===== src/rtl/mips_pkg.sv =====
// Shared MIPS pipeline constants: instruction field positions, ALU op encodings
// and the EX-stage control payload.
package mips_pkg;

    localparam int unsigned INSTR_W = 32;
    localparam int unsigned REG_W   = 5;
    localparam int unsigned ALUOP_W = 4;

    localparam int unsigned RS_HI = 25;
    localparam int unsigned RS_LO = 21;
    localparam int unsigned RT_HI = 20;
    localparam int unsigned RT_LO = 16;
    localparam int unsigned RD_HI = 15;
    localparam int unsigned RD_LO = 11;
    localparam int unsigned IMM_W = 16;

    localparam logic [REG_W-1:0] REG_ZERO = 5'd0;

    localparam logic [ALUOP_W-1:0] ALUOP_ADD = 4'd0;
    localparam logic [ALUOP_W-1:0] ALUOP_SUB = 4'd1;
    localparam logic [ALUOP_W-1:0] ALUOP_AND = 4'd2;
    localparam logic [ALUOP_W-1:0] ALUOP_OR  = 4'd3;
    localparam logic [ALUOP_W-1:0] ALUOP_XOR = 4'd4;
    localparam logic [ALUOP_W-1:0] ALUOP_NOR = 4'd5;
    localparam logic [ALUOP_W-1:0] ALUOP_SLT = 4'd6;
    localparam logic [ALUOP_W-1:0] ALUOP_SLL = 4'd7;
    localparam logic [ALUOP_W-1:0] ALUOP_SRL = 4'd8;
    localparam logic [ALUOP_W-1:0] ALUOP_SRA = 4'd9;
    localparam logic [ALUOP_W-1:0] ALUOP_LUI = 4'd10;

    // Control bundle carried from ID into EX; all-zero is a bubble.
    typedef struct packed {
        logic                regWrite;
        logic                memRead;
        logic                memWrite;
        logic                memToReg;
        logic                aluSrc;
        logic [ALUOP_W-1:0]  aluOp;
    } exCtrl_t;

endpackage


===== src/rtl/operand_bypass.sv =====
// Register operand select: $0 reads zero, a same-cycle write-back wins over
// the register-file read.
module operand_bypass
    import mips_pkg::*;
#(
    parameter int unsigned DATA_W = 32
) (
    input  logic [REG_W-1:0]  regAddr,
    input  logic [DATA_W-1:0] regData,
    input  logic              wbRegWrite,
    input  logic [REG_W-1:0]  wbWriteRegister,
    input  logic [DATA_W-1:0] wbWriteData,
    output logic [DATA_W-1:0] operand_c
);

    always_comb begin
        operand_c = regData;
        if (regAddr == REG_ZERO) begin
            operand_c = '0;
        end else if (wbRegWrite && (wbWriteRegister == regAddr)) begin
            operand_c = wbWriteData;
        end
    end

endmodule


===== src/rtl/id_ex_stage.sv =====
// ID/EX pipeline register with write-back bypass, load-use stall detection,
// flush handling and a saturating count of inserted load-use bubbles.
module id_ex_stage
    import mips_pkg::*;
#(
    parameter int unsigned DATA_W = 32,
    parameter int unsigned CNT_W  = 16
) (
    input  logic                Clk,
    input  logic                Rst_n,
    input  logic [INSTR_W-1:0]  Instr_ID,
    input  logic                Valid_ID,
    input  logic [DATA_W-1:0]   ReadData1,
    input  logic [DATA_W-1:0]   ReadData2,
    input  logic                RegWrite_ID,
    input  logic                MemRead_ID,
    input  logic                MemWrite_ID,
    input  logic                MemToReg_ID,
    input  logic                ALUSrc_ID,
    input  logic                RegDst_ID,
    input  logic [ALUOP_W-1:0]  ALUOp_ID,
    input  logic                WB_RegWrite,
    input  logic [REG_W-1:0]    WB_WriteRegister,
    input  logic [DATA_W-1:0]   WB_WriteData,
    input  logic                Flush,
    output logic                Stall_ID,
    output logic                Valid_EX,
    output logic [DATA_W-1:0]   A_EX,
    output logic [DATA_W-1:0]   B_EX,
    output logic [DATA_W-1:0]   Imm_EX,
    output logic [REG_W-1:0]    Rs_EX,
    output logic [REG_W-1:0]    Rt_EX,
    output logic [REG_W-1:0]    Dest_EX,
    output logic                RegWrite_EX,
    output logic                MemRead_EX,
    output logic                MemWrite_EX,
    output logic                MemToReg_EX,
    output logic                ALUSrc_EX,
    output logic [ALUOP_W-1:0]  ALUOp_EX,
    output logic [CNT_W-1:0]    StallCount
);

    logic [REG_W-1:0]  rs;
    logic [REG_W-1:0]  rt;
    logic [REG_W-1:0]  dest;
    logic [DATA_W-1:0] imm;
    logic [DATA_W-1:0] opA_c;
    logic [DATA_W-1:0] opB_c;
    exCtrl_t           ctrlId;
    exCtrl_t           ctrlEx;
    logic              bubble;
    logic [5:0]        unusedOpcode;

    assign rs           = Instr_ID[RS_HI:RS_LO];
    assign rt           = Instr_ID[RT_HI:RT_LO];
    assign dest         = RegDst_ID ? Instr_ID[RD_HI:RD_LO] : rt;
    assign imm          = {{(DATA_W-IMM_W){Instr_ID[IMM_W-1]}}, Instr_ID[IMM_W-1:0]};
    assign unusedOpcode = Instr_ID[INSTR_W-1:RS_HI+1];

    // Writes to $0 are dropped here so EX/MEM/WB never see them.
    assign ctrlId = '{
        regWrite: RegWrite_ID && (dest != REG_ZERO),
        memRead:  MemRead_ID,
        memWrite: MemWrite_ID,
        memToReg: MemToReg_ID,
        aluSrc:   ALUSrc_ID,
        aluOp:    ALUOp_ID
    };

    operand_bypass #(.DATA_W(DATA_W)) uBypassA (
        .regAddr         (rs),
        .regData         (ReadData1),
        .wbRegWrite      (WB_RegWrite),
        .wbWriteRegister (WB_WriteRegister),
        .wbWriteData     (WB_WriteData),
        .operand_c       (opA_c)
    );

    operand_bypass #(.DATA_W(DATA_W)) uBypassB (
        .regAddr         (rt),
        .regData         (ReadData2),
        .wbRegWrite      (WB_RegWrite),
        .wbWriteRegister (WB_WriteRegister),
        .wbWriteData     (WB_WriteData),
        .operand_c       (opB_c)
    );

    // Load in EX whose destination feeds the instruction sitting in ID.
    assign Stall_ID = Valid_ID && Valid_EX && ctrlEx.memRead && (Dest_EX != REG_ZERO)
                      && ((Dest_EX == rs) || (Dest_EX == rt));

    assign bubble = Flush || Stall_ID || !Valid_ID;

    always_ff @(posedge Clk or negedge Rst_n) begin
        if (!Rst_n) begin
            Valid_EX   <= 1'b0;
            ctrlEx     <= '0;
            A_EX       <= '0;
            B_EX       <= '0;
            Imm_EX     <= '0;
            Rs_EX      <= '0;
            Rt_EX      <= '0;
            Dest_EX    <= '0;
            StallCount <= '0;
        end else begin
            if (bubble) begin
                Valid_EX <= 1'b0;
                ctrlEx   <= '0;
            end else begin
                Valid_EX <= 1'b1;
                ctrlEx   <= ctrlId;
                A_EX     <= opA_c;
                B_EX     <= opB_c;
                Imm_EX   <= imm;
                Rs_EX    <= rs;
                Rt_EX    <= rt;
                Dest_EX  <= dest;
            end
            // A flushed stall is not a load-use bubble; counter sticks at all-ones.
            if (!Flush && Stall_ID && (StallCount != '1)) begin
                StallCount <= StallCount + CNT_W'(1);
            end
        end
    end

    assign RegWrite_EX = ctrlEx.regWrite;
    assign MemRead_EX  = ctrlEx.memRead;
    assign MemWrite_EX = ctrlEx.memWrite;
    assign MemToReg_EX = ctrlEx.memToReg;
    assign ALUSrc_EX   = ctrlEx.aluSrc;
    assign ALUOp_EX    = ctrlEx.aluOp;

endmodule


===== config.mk =====
export PLATFORM = sky130hd
export DESIGN_NAME = id_ex_stage
export DESIGN_NICKNAME = d
export VERILOG_FILES = /design/src/rtl/mips_pkg.sv /design/src/rtl/operand_bypass.sv /design/src/rtl/id_ex_stage.sv
export SDC_FILE = /design/constraint.sdc
export NUM_CORES = 1
export LEC_CHECK = 0
export CORE_MARGIN = 3
export CORE_UTILIZATION = 30
export CTS_BUF_LIST = sky130_fd_sc_hd__clkbuf_16
export DETAILED_ROUTE_END_ITERATION = 12
export GPL_ROUTABILITY_DRIVEN = 0
export HOLD_SLACK_MARGIN = 0.02
export SYNTH_ARGS = -nofsm -noshare
export SYNTH_HDL_FRONTEND = slang
export SYNTH_SLANG_ARGS = --single-unit

===== constraint.sdc =====
create_clock -name Clk -period 2.4 [get_ports Clk]
set_input_delay 0.6 -clock Clk [delete_from_list [all_inputs] [get_ports Clk]]
set_output_delay 0.6 -clock Clk [all_outputs]
set_load 0.01 [all_outputs]

Word level (Yosys, flattened, before mapping)

Index checks and enable logic that the tools add are counted.

Shifts and indexed selects: 0
Add/sub/neg operators: 1
Equality and inequality tests: 5
Reduce and logical (&&, ||, !) cells: 18
Multipliers: 0
Muxes and demuxes: 7
Bitwise operators: 0
Divide/modulo/power cells: 0
Magnitude comparators: 0

Operator list:

| cell                                          | count |
|---|---|
| two-way mux 32 bit                            | 4 |
| equality test 5 bit                           | 4 |
| adder 16 x 1 -> 16 bit, second input constant | 1 |
| inequality test 16 bit, second input constant | 1 |
| logical NOT 5 bit                             | 2 |
| nonzero test 5 bit                            | 2 |
| logical AND 1 bit                             | 9 |
| two-way mux 9 bit                             | 1 |
| two-way mux 5 bit                             | 1 |
| logical OR 1 bit                              | 3 |
| logical NOT 1 bit                             | 2 |
| two-way mux 1 bit                             | 1 |

Memories: 0
Input port bits: 148
Flip-flop bits (word level): 121
Latch bits: 0
RAM bits: 0
Memory bits (read-only): 0
Word-level logic and storage cells: 45
Output and inout bits: 138

Logic depth before layout (Yosys ltp)

Gate-level depths: netlist of the first run.

Depth in word-level cells: 7
Mapped depth: 8
Depth with buffers taken out: 7

Hierarchy

A second synthesis of the first run with hierarchy kept.

Cell total of the unflattened synthesis: 600
Area, all modules: 6810.3 µm²

By module, submodules not included:

| module         | instances | sequential area each (µm²) | cells an instance | area an instance (µm²) |
|---|---|---|---|---|
| id_ex_stage    | 1         | 3027.9                     | 354               | 5519.0 |
| operand_bypass | 2         | 0.0                        | 123               | 645.6 |

Least setup slack after synthesis of the first run

No wires, ideal clock.

Path type: register to output
From: register Dest_EX[0]
To: output port Stall_ID
Required time: 1.800 ns
Stages on the path, launching flop included: 6
Buffers on the path: 1
Slack: 0.244 ns
Data arrival time: 1.556 ns
Cells stage by stage: dfrtp_1 or3_1 o311a_1 nand2_1 buf_2 nor2_1

Longest elaborated chain between the ends: 3
Elaborated cells between the ends (all ways): 6
Classes of those cells: 2 x eq/ne; 4 x reduce/logical

RTL lines:

| element                                                          | RTL line                             | source |
|---|---|---|
| start, declared                                                  | id_ex_stage.sv:33                    | `output logic [REG_W-1:0] Dest_EX,` |
| start signal, assigned                                           | id_ex_stage.sv:117                   | `Dest_EX <= dest;` |
| equality test 5 bit / nonzero test 5 bit (equally long branches) | id_ex_stage.sv:90, id_ex_stage.sv:89 |  |
| logical OR 1 bit / logical AND 1 bit (equally long branches)     | id_ex_stage.sv:90, id_ex_stage.sv:89 |  |
| logical AND 1 bit *                                              | id_ex_stage.sv:90                    | `&& ((Dest_EX == rs) \|\| (Dest_EX == rt));` |
| end, declared                                                    | id_ex_stage.sv:26                    | `output logic Stall_ID,` |

Mark *: on every way between the ends. The rest lies on a longest branch, timed or not.

Worst setup path in the final report of the first run

Ends and elaborated chain as after synthesis.

==> flow_summary.yaml, run 1 <==
status:
  status: "finished clean"
placed_design:
  dpl.cell_count: 1111
  hpwlAfterDp_um: 14700
  portBuffers: 279
  place_area_sq_um: 9480
  preCtsSetupSlack_ns: -0.625
setup_path:
  end_kind: "output pin"
  worstPathArrival_ns: 1.80
  cp_max_fo: 2
  cp.required_ns: 1.80
  critPathLaunchType: "flip-flop"
  timing.setup.critical_path_class: "reg2out"
timing:
  setup_viol_count_final: 0
  slew_headroom_pct: 55.1
  final.setup.tns_ns: 0
  tightest_slew_ns: 0.673
  skew_ns: 0.0123
  pins_over_slew_limit: 0
  fmaxAchievable_mhz: 417
  finalCriticalPeriod_ns: 2.40
  grt_setup_unrepaired: "true"
  worst_path_setup_slack_after_routing_ns: 0.000697
  timing.final.crit_share_pct: 100
  finalHoldViolCount: 0
  final.hold.worst_slack_ns: 0.264
power:
  p_sw_share_pct: 26.8
  clockPowerShare_pct: 39.8
  ir_drop_v: 0.000396
  p_comb_share_pct: 23.6
  internal_portion_of_total_power_w: 0.00479
  p_per_area_nw_per_um2: 647
  power_frac_seq_pct: 36.6
  power_spent_charging_and_discharging_nets_w: 0.00175
  leakage_nw: 4.32
synthesis:
  synth.mux.area_fraction_pct: 11.8
  synth_seq_cells: 121
  post_synth_instance_area_sq_um: 6110
  synth_xor_area_share_pct: 4.73
  mean_area_per_synthesized_cell_sq_um: 10.7
  synth_compound_area_share_pct: 12.8
  yosysWarningCount: 0
  syn-num-nets: 721
  post_synth_and_or_nand_nor_area_fraction_pct: 15.3
  synth_top_family_by_area: "simple AND/OR/NAND/NOR gates"
  synthCells: 572
  post_synth_num_cell_types: 33
  synth_adder_area_share_pct: 0.205
  ys_seq_area_share_pct: 49.5
grt:
  grt_antenna_before_repair: 1
  grt_pass1_vias: 5645
  global_route_wire_length_before_repair_um: 31000
  globalRouteTotalUtil_pct: 17.6
  grt_overflow_total: 0
  grt_max_degree: 122
die:
  num_io_pins: 286
  initial_core_util_pct: 31.0
  design.die.area_sq_um: 22100
  die_w_um: 149
  core_area_sq_um: 19700
  number_of_standard_cell_rows_in_the_floorplan: 51
  dieHeight_um: 149
clocking:
  clock_path_buffers: 2
  path_clk_slew_ns: 0.06
  cts_root_buf: "clkbuf_16"
  clock_sinks: 121
  cts_htree_levels: 4
  cts_buffers: 17
  worstSkewPairLatency_ns: 0.41
  tritoncts_clock_tree: "done"
cells_and_area:
  num-nets-final: 1018
  mostFrequentLayoutCell: "clkdlybuf4s50_1"
  syn2layout_area_growth_pct: 65.3
  n_antenna_cell: 0
  finish.cell_count_without_fillers: 1147
  drive_above_1_share_pct: 16.9
  fin_area_sq_um: 10100
  commonest_non_fill_non_tap_cells_in_the_layout: "clkdlybuf4s50_1, nand2_1, dfrtp_1, mux2i_1, o31ai_2"
route:
  drcViolationCount: 0
  ant_nets: 0
  drt-pass1-iter-count: 4
  routed_wirelength_um: 19500
  vias: 5278
  detail_route.wl_per_cell_um: 17.0
  viasPerCell: 4.60
  initialDrtViolationCount: 149
flow_run:
  drv.max_cap_violation_count: 0
min_path:
  hold_path.class: "in2async"
## through the flow
step	power, W	util (%)
global placement	0.00396	48.1
global route	0.00686	51.3
finish	0.00655	51.3
floorplan	0.00300	-
CTS	0.00664	51.2
detailed placement	0.00398	48.1
## sequential cells by signal, indices dropped and copies added, names as in the netlist, 4 cells and up
| signal | flops |
|---|---|
| Rs_EX | 5 |
| Dest_EX | 5 |
| ALUOp_EX | 4 |
| B_EX | 32 |
| Imm_EX | 16 |
| Rt_EX | 5 |
| StallCount | 16 |
| A_EX | 32 |
## what timing repair did
action,CTS,global route
setup endpoints to repair,1,1
gates resized for setup,17,2
buffers inserted,2,2
hold buffers,0,0
pin swaps,4,3
## metal layers
layer	up-vias	wire length, um	GRT usage [%]
li1	2561	-	-
met1	2527	8240	22.3
met2	173	9820	30.2
met3	15	1250	4.50
met4	2	203	4.49
met5	-	13	0
## cell type report
type | count | area (sq um)
sequential | 121 | 3030
tap | 265 | 332
multi-input combinational | 393 | 2780
fill | 1763 | 9610
clock inverter | 15 | 176
timing repair buffer | 332 | 3350
clock buffer | 17 | 425
inverter | 4 | 15.0
## final timing paths
| path | cells after the start | end | start | slack, ns |
|---|---|---|---|---|
| max | 5 | Stall_ID | Dest_EX[0] | 0.0007 |
| min | 2 | A_EX[11] | Rst_n | 0.26 |
| max reg2reg | 9 | StallCount[1] | Dest_EX[0] | 0.17 |
| min reg2reg | 2 | A_EX[3] | A_EX[3] | 0.47 |
| max in group asynchronous | 2 | Dest_EX[1] | Rst_n | 1.59 |
| min in group Clk | 2 | A_EX[3] | A_EX[3] | 0.47 |
## cell families after synthesis
family | Yosys count
fa+ha+maj | 1
compound gates | 73
flops | 121
xor+xnor | 33
simple gates | 214
mux | 72
buf+inv | 58
## power by group through the flow
stage               Combinational [W]  Sequential (W)  Clock, W
global placement              0.00153         0.00243         0
global route                  0.00166         0.00243   0.00277
finish                        0.00154         0.00240   0.00261
CTS                           0.00157         0.00240   0.00267
detailed placement            0.00155         0.00244         0
floorplan                    0.000479         0.00252         0
## worst max-delay path, stage by stage, from the launching register on
cell,delay [ns]
dfrtp_2,0.41
or3_1,0.36
o311a_1,0.35
nand2_2,0.10
nor2_1,0.04
buf_2,0.13
## cells in the mapped netlist
cell type / number / area (sq um)
buf_4: 16 / 120
mux2_2: 2 / 22.5
and3_1: 5 / 31.3
nor4_4: 1 / 21.3
nand3_1: 10 / 50.1
o22ai_1: 1 / 6.26
dfrtp_1: 121 / 3030
nor4_1: 8 / 50.1
nand2b_1: 1 / 6.26
buf_2: 17 / 85.1
nand2_1: 156 / 586
clkbuf_1: 12 / 45.0
and2_1: 8 / 50.1
nor3_1: 5 / 25.0
or3_1: 1 / 6.26
xor2_1: 21 / 184
o31ai_1: 15 / 113
xnor2_1: 12 / 105
inv_1: 4 / 15.0
a21o_1: 1 / 7.51
or4_1: 4 / 30.0
o311ai_0: 1 / 8.76
mux2i_1: 70 / 701
nor2_1: 9 / 33.8
ha_1: 1 / 12.5
o21ai_0: 5 / 25.0
o311a_1: 1 / 10.0
buf_6: 6 / 67.6
nand4_1: 2 / 12.5
or2_2: 1 / 6.26
buf_1: 3 / 11.3
nor4b_1: 3 / 26.3
o31ai_2: 49 / 613
Power figures use the tool's default switching activity.
==> run 2: changes to the inputs <==
--- a/config.mk
+++ b/config.mk
@@ -5,9 +5,9 @@
 export SDC_FILE = /design/constraint.sdc
 export NUM_CORES = 1
 export LEC_CHECK = 0
-export CORE_MARGIN = 3
+export CORE_MARGIN = 4
 export CORE_UTILIZATION = 30
-export CTS_BUF_LIST = sky130_fd_sc_hd__clkbuf_16
+export CTS_BUF_LIST = sky130_fd_sc_hd__clkbuf_8
 export DETAILED_ROUTE_END_ITERATION = 12
 export GPL_ROUTABILITY_DRIVEN = 0
 export HOLD_SLACK_MARGIN = 0.02
==> run 2 against run 1 <==
The flow now finishes with violations (negative setup slack). Register-to-register slack better by 0.02 ns. Routed wire length up 1.0%. Non-clock buffer count unchanged. Clock skew up 0.0034 ns. Via count down 0.45%. Combinational power about the same. Cell count unchanged. Critical path depth up 2. Global-route usage down 0.36 points. Count of clock-buffer cells in the layout up 3. Fmax down 1.6%. Sequential power about the same.
==> flow_summary.yaml, run 2 (same netlist as run 1, synthesis figures left out) <==
power:
  p_per_area_nw_per_um2: 585
  design_power_total_w: 0.00584
  ir_drop_v: 0.000364
  leakage_nw: 4.23
route:
  vias: 5254
  viasPerCell: 4.58
  detail_route.wl_per_cell_um: 17.2
  ant_nets: 0
  drt-pass1-iter-count: 4
  routed_wirelength_um: 19700
  initialDrtViolationCount: 156
  drcViolationCount: 0
die:
  num_io_pins: 286
  number_of_standard_cell_rows_in_the_floorplan: 51
  dieHeight_um: 151
  initial_core_util_pct: 30.9
  design.die.area_sq_um: 22700
  die_w_um: 151
  core_area_sq_um: 19800
cells_and_area:
  syn2layout_area_growth_pct: 63.4
  finish.cell_count_without_fillers: 1147
  layout_top_registers: "A_EX (32), B_EX (32)"
  mostFrequentLayoutCell: "clkdlybuf4s50_1"
  num-nets-final: 1018
  commonest_non_fill_non_tap_cells_in_the_layout: "clkdlybuf4s50_1, nand2_1, dfrtp_1, mux2i_1, o31ai_2"
  drive_above_1_share_pct: 17.3
  n_antenna_cell: 0
timing:
  final.setup.tns_ns: -0.0393
  fmaxAchievable_mhz: 410
  pins_over_slew_limit: 0
  finalCriticalPeriod_ns: 2.44
  tightest_slew_ns: 0.407
  grt_setup_unrepaired: "true"
  finalHoldViolCount: 0
  timing.final.crit_share_pct: 102
  worst_path_setup_slack_after_routing_ns: -0.0393
  setup_viol_count_final: 1
  slew_headroom_pct: 72.6
  skew_ns: 0.0157
  final.hold.worst_slack_ns: 0.0912
clocking:
  tritoncts_clock_tree: "done"
  clock_path_buffers: 2
  clock_sinks: 121
  path_clk_slew_ns: 0.08
  cts_buffers: 17
  cts_htree_levels: 4
  cts_root_buf: "clkbuf_8"
  worstSkewPairLatency_ns: 0.43
  cts_hold_buf: 0
grt:
  globalRouteTotalUtil_pct: 17.2
  grt_antenna_before_repair: 0
  grt_overflow_total: 0
  global_route_wire_length_before_repair_um: 30600
  grt_max_degree: 53
  grt_pass1_vias: 5729
setup_path:
  critPathLaunchType: "input pin"
  end_kind: "output pin"
  timing.setup.critical_path_class: "in2out"
  cp.required_ns: 1.80
  cp_max_fo: 2
  worstPathArrival_ns: 1.84
flow_run:
  drv.max_cap_violation_count: 0
min_path:
  hold_path.class: "in2async"
status:
  status: "complete, but fails checks"
  violations_in_the_final_reports: "negative setup slack"
placed_design:
  hpwlAfterDp_um: 15200
  preCtsSetupSlack_ns: -0.598
  portBuffers: 279
  dpl.cell_count: 1112
[run 2: power by group]
part           switching [W]  internal [W]
combinational       0.000650      0.000910
sequential          0.000139       0.00226
clock               0.000873       0.00101
[run 2: cell type report]
| class | instances | area (sq um) |
|---|---|---|
| clock buffer | 20 | 275 |
| clock inverter | 12 | 140 |
| fill | 1806 | 9790 |
| inverter | 4 | 15.0 |
| multi-input combinational | 393 | 2790 |
| sequential | 121 | 3030 |
| tap | 265 | 332 |
| timing repair buffer | 332 | 3410 |
[run 2: what timing repair did]
item / 4_1_cts / 5_1_grt
endpoints found under the setup margin: 18 / 1
setup buffers: 3 / 0
cloned: 0 / 0
resized for setup: 16 / 3
pin swaps: 4 / 3
[run 2: final timing paths]
path	startpoint	end	slack [ns]	depth (start not counted)
min in group Clk	Imm_EX[1]	Imm_EX[1]	0.48	2
min	Rst_n	Imm_EX[10]	0.09	1
max in group asynchronous	Rst_n	A_EX[31]	1.68	2
max reg2reg	Dest_EX[2]	A_EX[6]	0.19	7
min reg2reg	Imm_EX[1]	Imm_EX[1]	0.48	2
max	Instr_ID[16]	Stall_ID	-0.04	7
[run 2: worst max-delay path, stage by stage]
cell             delay (ns)
clkdlybuf4s50_1        0.50
xnor2_1                0.14
nand3_2                0.13
o22ai_2                0.15
nand2_2                0.10
nor2_1                 0.08
buf_2                  0.13
[run 2: metrics by stage]
| step | util [%] | cell area (sq um) |
|---|---|---|
| floorplan | - | 6110 |
| global placement | 48.2 | 9530 |
| detailed placement | 48.2 | 9530 |
| CTS | 50.4 | 9980 |
| global route | 50.5 | 9990 |
| finish | 50.5 | 9990 |
[run 2: layer usage]
| metal | track usage [%] | wire, um | vias to the layer above |
|---|---|---|---|
| li1 | - | - | 2553 |
| met1 | 21.3 | 8260 | 2503 |
| met2 | 29.2 | 9740 | 184 |
| met3 | 5.51 | 1490 | 14 |
| met4 | 4.49 | 227 | 0 |
| met5 | 0 | 0 | - |
==> run 3: changes to the inputs <==
--- a/config.mk
+++ b/config.mk
@@ -14,3 +14,4 @@
 export SYNTH_ARGS = -nofsm -noshare
 export SYNTH_HDL_FRONTEND = slang
 export SYNTH_SLANG_ARGS = --single-unit
+export TNS_END_PERCENT = 50
==> results of run 3 <==
No change in the layout: final DEF, timing and power equal those of run 2.
